File: src/rtl/pll_reset_pkg.sv
// Shared types and constants for the PLL reset supervisor.
package pll_reset_pkg;

  localparam int COUNT_W = 8;

  typedef enum logic [1:0] {
    PLL_RESET = 2'd0,
    WAIT_LOCK = 2'd1,
    STABLE    = 2'd2,
    RUN       = 2'd3
  } pll_state_t;

  function automatic logic [COUNT_W-1:0] sat_inc(input logic [COUNT_W-1:0] value);
    if (value == {COUNT_W{1'b1}}) begin
      return value;
    end else begin
      return value + {{(COUNT_W-1){1'b0}}, 1'b1};
    end
  endfunction

endpackage

File: src/rtl/pll_reset_ctrl_sync_bit.sv
// Multi-flop level synchroniser with asynchronous active-high clear to 0.
module sync_bit #(
  parameter int STAGES = 2
) (
  input  logic i_clk,
  input  logic i_rst,
  input  logic i_d,
  output logic o_q
);

  logic [STAGES-1:0] r_sync;

  // Shift the asynchronous level through the flop chain.
  always_ff @(posedge i_clk or posedge i_rst) begin
    if (i_rst) begin
      r_sync <= {STAGES{1'b0}};
    end else begin
      r_sync <= {r_sync[STAGES-2:0], i_d};
    end
  end

  assign o_q = r_sync[STAGES-1];

endmodule

File: src/rtl/pll_reset_ctrl.sv
// PLL reset supervisor: sequences the PLL reset, qualifies lock stability and
// releases system reset, retrying on lock timeout or lock loss.
module pll_reset_ctrl
  import pll_reset_pkg::*;
#(
  parameter int SYNC_STAGES         = 2,
  parameter int PLL_RST_CYCLES      = 16,
  parameter int LOCK_STABLE_CYCLES  = 1024,
  parameter int LOCK_TIMEOUT_CYCLES = 65536
) (
  input  logic               clk,
  input  logic               rst,
  input  logic               pll_locked,
  output logic               pll_rst,
  output logic               sys_rst,
  output logic [1:0]         state,
  output logic [COUNT_W-1:0] lock_loss_count,
  output logic [COUNT_W-1:0] retry_count
);

  localparam int MAX_A   = (PLL_RST_CYCLES > LOCK_STABLE_CYCLES) ? PLL_RST_CYCLES : LOCK_STABLE_CYCLES;
  localparam int MAX_CYC = (MAX_A > LOCK_TIMEOUT_CYCLES) ? MAX_A : LOCK_TIMEOUT_CYCLES;
  localparam int CNT_W   = $clog2(MAX_CYC) + 1;

  localparam logic [CNT_W-1:0] RST_LAST     = CNT_W'(PLL_RST_CYCLES - 1);
  localparam logic [CNT_W-1:0] STABLE_LAST  = CNT_W'(LOCK_STABLE_CYCLES - 1);
  localparam logic [CNT_W-1:0] TIMEOUT_LAST = CNT_W'(LOCK_TIMEOUT_CYCLES - 1);

  pll_state_t       r_state;
  pll_state_t       w_next_state;
  logic [CNT_W-1:0] r_cnt;
  logic             w_locked_s;
  logic             w_pll_rst_d;
  logic             w_sys_rst_d;
  logic             w_retry_inc;
  logic             w_loss_inc;

  sync_bit #(
    .STAGES(SYNC_STAGES)
  ) u_lock_sync (
    .i_clk(clk),
    .i_rst(rst),
    .i_d  (pll_locked),
    .o_q  (w_locked_s)
  );

  // State register and dwell counter, cleared on every state change.
  always_ff @(posedge clk or posedge rst) begin
    if (rst) begin
      r_state <= PLL_RESET;
      r_cnt   <= {CNT_W{1'b0}};
    end else begin
      r_state <= w_next_state;
      if (w_next_state != r_state) begin
        r_cnt <= {CNT_W{1'b0}};
      end else begin
        r_cnt <= r_cnt + {{(CNT_W-1){1'b0}}, 1'b1};
      end
    end
  end

  // Next-state decision; lock beats timeout in WAIT_LOCK.
  always_comb begin
    w_next_state = r_state;
    case (r_state)
      PLL_RESET: begin
        if (r_cnt == RST_LAST) begin
          w_next_state = WAIT_LOCK;
        end else begin
          w_next_state = PLL_RESET;
        end
      end
      WAIT_LOCK: begin
        if (w_locked_s) begin
          w_next_state = STABLE;
        end else if (r_cnt == TIMEOUT_LAST) begin
          w_next_state = PLL_RESET;
        end else begin
          w_next_state = WAIT_LOCK;
        end
      end
      STABLE: begin
        if (!w_locked_s) begin
          w_next_state = WAIT_LOCK;
        end else if (r_cnt == STABLE_LAST) begin
          w_next_state = RUN;
        end else begin
          w_next_state = STABLE;
        end
      end
      RUN: begin
        if (!w_locked_s) begin
          w_next_state = PLL_RESET;
        end else begin
          w_next_state = RUN;
        end
      end
      default: w_next_state = PLL_RESET;
    endcase
  end

  // Output decode from the next state so registered outputs move with state.
  always_comb begin
    w_pll_rst_d = (w_next_state == PLL_RESET);
    w_sys_rst_d = (w_next_state != RUN);
    w_retry_inc = 1'b0;
    w_loss_inc  = 1'b0;
    case (r_state)
      WAIT_LOCK: w_retry_inc = !w_locked_s && (r_cnt == TIMEOUT_LAST);
      RUN:       w_loss_inc  = !w_locked_s;
      default: begin
        w_retry_inc = 1'b0;
        w_loss_inc  = 1'b0;
      end
    endcase
  end

  // Registered reset outputs and saturating event counters.
  always_ff @(posedge clk or posedge rst) begin
    if (rst) begin
      pll_rst         <= 1'b1;
      sys_rst         <= 1'b1;
      retry_count     <= {COUNT_W{1'b0}};
      lock_loss_count <= {COUNT_W{1'b0}};
    end else begin
      pll_rst <= w_pll_rst_d;
      sys_rst <= w_sys_rst_d;
      if (w_retry_inc) begin
        retry_count <= sat_inc(retry_count);
      end
      if (w_loss_inc) begin
        lock_loss_count <= sat_inc(lock_loss_count);
      end
    end
  end

  assign state = r_state;

endmodule

File: config.mk
export PLATFORM = sky130hd
export DESIGN_NAME = pll_reset_ctrl
export DESIGN_NICKNAME = d
export VERILOG_FILES = /design/src/rtl/pll_reset_pkg.sv /design/src/rtl/pll_reset_ctrl_sync_bit.sv /design/src/rtl/pll_reset_ctrl.sv
export SDC_FILE = /design/constraint.sdc
export NUM_CORES = 1
export LEC_CHECK = 0
export CAP_MARGIN = 30
export CORE_AREA = 2 2 63 65
export DETAILED_ROUTE_END_ITERATION = 6
export DIE_AREA = 0 0 65 67
export DONT_BUFFER_PORTS = 1
export PLACE_DENSITY = 0.69
export REMOVE_ABC_BUFFERS = 1
export SYNTH_ARGS = -nofsm -noshare
export SYNTH_HDL_FRONTEND = slang
export SYNTH_SLANG_ARGS = --single-unit
export TNS_END_PERCENT = 10
File: constraint.sdc
create_clock -name clk -period 6.8 [get_ports clk]
set_input_delay 1.36 -clock clk [delete_from_list [all_inputs] [get_ports clk]]
set_output_delay 1.36 -clock clk [all_outputs]
set_load 0.01 [all_outputs]
==> flow_summary_export.csv <==
group,metric,value,unit
status,status,"finished clean",
timing,setup_viol,0,
route,routed_wl,3.53,mm
logic_synthesis,synth_edf_count,0,
placement,port_buffers,0,
placement,dp_hpwl,2.49,mm
setup_path,cp_slowest_stage_delay,0.48,ns
cts,cts_made_buffers,5,
timing,post-route-min-period,2.58,ns
cts,htreeDepth,2,
logic_synthesis,synth.top_cell.area_share,0.473,
setup_path,critPathMaxFanout,5,
route,vias_per_cell,5.75,
timing,grt_setup_unrepaired,"no",
timing,finalHoldViolCount,0,
cts,cts.repair.resized,0,
timing,slew_violations,0,
setup_path,critPathLaunchType,"flip-flop",
cts,cts_sinks,39,
grt,antenna_found_initial,0,
final_layout,layout.area.seq,978,um2
logic_synthesis,synth_ff_type,"dfrtp_1",
logic_synthesis,synthArstFlopShare,1.00,
grt,grt_pass1_vias,1345,
power,powerDensity,264,nW/um2
logic_synthesis,synthTopCellsByArea,"dfrtp_1, xor2_1, xnor2_1, a211oi_1, nor2_1",
die,top_level_ports,23,
setup_path,cp_top_family,"simple AND/OR/NAND/NOR gates",
cts,path_clk_slew,0.07,ns
timing,clock_skew,0.00486,ns
route,drt-initial-drc-count,80,
logic_synthesis,yosysSeqAreaShare,0.500,
logic_synthesis,syn_avg_cell_area,10.8,um2
cts,ctsHoldBuffers,0,
final_layout,syn_to_final_growth,5.50,%
final_layout,multiInputGateArea,916,um2
power,p_total,0.546,mW
setup_path,worstPathCellList,"ha_1 > nand2_1 > or3_1 > nor3_1 > ha_1 > and4bb_2 > o211ai_1 > nor3_1 > xor2_1",
route,drt-wirelength-per-cell,15.2,um
timing,slew_headroom,0.569,
die,rows,22,
power,power.leakage,0.900,nW
setup_path,worstSetupPathType,"reg -> reg",
timing,worst_slew_pin_slew,0.646,ns
timing,fin_crit_sh,0.379,
die,initial_core_util,0.543,
setup_path,slowest_stage,"or3_1",
setup_path,worst-path-buf-inv,0,
setup_path,crit_path_start,"r_cnt[0]$_DFF_PP0_",
hold_path,hp-class,"reg -> reg",
logic_synthesis,synth.distinct_cells,40,
die,die-height,67,um
final_layout,nets,191,
logic_synthesis,ys_warn_count,0,
timing,fmax,388,MHz
logic_synthesis,synthCells,181,
final_layout,drive_above_1_share,0.108,
route,drtAntennaViolNets,0,
die,core,3610,um2
die,dieWidth,65,um
cts,clk_latency,0.29,ns
grt,grt_max_degree,40,
logic_synthesis,synth_top_cell_by_area,"dfrtp_1",
final_layout,stdcell_count,233,
logic_synthesis,synthTopCellsByCount,"dfrtp_1, nor2_1, xor2_1, xnor2_1, nand3_1",
job,cap_violations,0,
cts,clk_path_buf_depth,2,
cts,cts_setup_buffers,0,
setup_path,arrival,2.79,ns
placement,dp_cells,225,
setup_path,crit_path_end_kind,"flip-flop",
placement,gp_congestion,0.775,
logic_synthesis,synthesis.area,1960,um2
cts,cts_tree,"built",
logic_synthesis,yosys.cell_count.top_type,"dfrtp_1",
logic_synthesis,synth_seq_cells,39,
route,vias,1340,
route,drc,0,
final_layout,n_fill_cell,303,
final_layout,antenna_cells,0,
setup_path,r2r_start,"r_cnt[0]$_DFF_PP0_",
cts,root_buffer,"clkbuf_8",
timing,tns,0,ns
grt,grt_pass1_wl,6.21,mm
route,drtPass1Iterations,4,
grt,grt-ovfl-total,0,
die,die-area,4360,um2
power,ir_drop,0.133,mV
hold_path,min_from,"u_lock_sync.r_sync[0]$_DFF_PP0_",
grt,grt_use_total,0.193,
setup_path,cp.required,7.02,ns
-- registers in the layout, summed over array words and instances, names as in the netlist --
signal,cells
r_cnt,17
lock_loss_count,8
retry_count,8
state,2
u_lock_sync.r_sync,2
pll_rst,1
sys_rst,1
-- stage by stage --
| step | area [um2] | setup WS, ns | hold WS (ns) | util |
|---|---|---|---|---|
| 6_report | 2070 | 4.22 | 0.360 | 0.573 |
| 5_1_grt | 2070 | 3.98 | 0.368 | 0.573 |
| 4_1_cts | 2070 | 4.22 | 0.364 | 0.573 |
| 3_5_place_dp | 1980 | 4.27 | 0.344 | 0.550 |
| 3_3_place_gp | 1980 | 4.38 | 0.337 | 0.550 |
| 2_1_floorplan | 1920 | 4.51 | 0.331 | - |
-- cell type report --
class,instances,share of cell area
clock inverters,1,0.00242
clock buffers,7,0.0369
multi-input cells,131,0.443
inverters,6,0.0109
flip-flops and latches,39,0.474
repair buffers,1,0.00363
well taps,48,0.0291
-- where the power goes --
group | internal (mW) | switching, mW | leakage (nW)
Sequential | 0.261 | 0.0466 | 0.524
Clock | 0.0719 | 0.0763 | 0.0422
Combinational | 0.0377 | 0.0530 | 0.334
-- routing by layer --
layer | vias to the layer above | track usage | share of wire
met3 | 7 | 0.0709 | 0.058
li1 | 647 | - | -
met5 | - | 0 | 0
met2 | 38 | 0.305 | 0.50
met1 | 648 | 0.237 | 0.43
met4 | 0 | 0.0851 | 0.018
-- worst register-to-register path, delay by kind of cell (launching register included) --
family / cells / cell delay (ns)
AOI/OAI and AO/OA: 1 / 0.14
and+or+nand+nor: 5 / 1.33
adders and majority gates: 2 / 0.45
xor gates and xnor gates: 1 / 0.17
DFF: 1 / 0.41
-- cell families (layout without fill, tap and decap cells) --
logic type               after synthesis  count (layout)  share of synthesized area
AO/OA/AOI/OAI                         27              27                      0.108
XOR/XNOR                              27              27                      0.121
adder cells (fa/ha/maj)                4               4                     0.0256
buffers and inverters                 11              15                     0.0326
flip-flops                            39              39                      0.500
multiplexers                           2               2                     0.0115
AND/OR/NAND/NOR                       71              71                      0.202
-- cell usage in the layout (no fill, tap or decap), types with 2 or more instances in the layout --
cell,n
a211oi_1,8
a21oi_1,2
and2_1,3
and3_1,5
and4_1,2
clkbuf_1,2
clkbuf_8,5
dfrtp_1,37
dfstp_2,2
ha_1,4
inv_1,6
mux2_2,2
nand2_1,8
nand3_1,11
nand4_1,7
nor2_1,16
nor2b_1,2
nor3_1,4
nor4_1,3
o211ai_1,2
o21ai_0,6
o21bai_1,2
or3_1,3
xnor2_1,12
xor2_1,15
-- worst paths after layout --
| check | depth (start not counted) | end | slack (ns) |
|---|---|---|---|
| hold / removal | 0 | u_lock_sync.r_sync[1]$_DFF_PP0_ | 0.36 |
| hold reg to reg | 0 | u_lock_sync.r_sync[1]$_DFF_PP0_ | 0.36 |
| setup reg to reg | 9 | retry_count[7]$_DFFE_PP0P_ | 4.22 |
| setup / recovery | 9 | retry_count[7]$_DFFE_PP0P_ | 4.22 |
| min in group asynchronous | 2 | retry_count[4]$_DFFE_PP0P_ | 1.07 |
| max in group asynchronous | 2 | pll_rst$_DFF_PP1_ | 5.37 |
No activity file was read; power rests on OpenSTA's default activity.
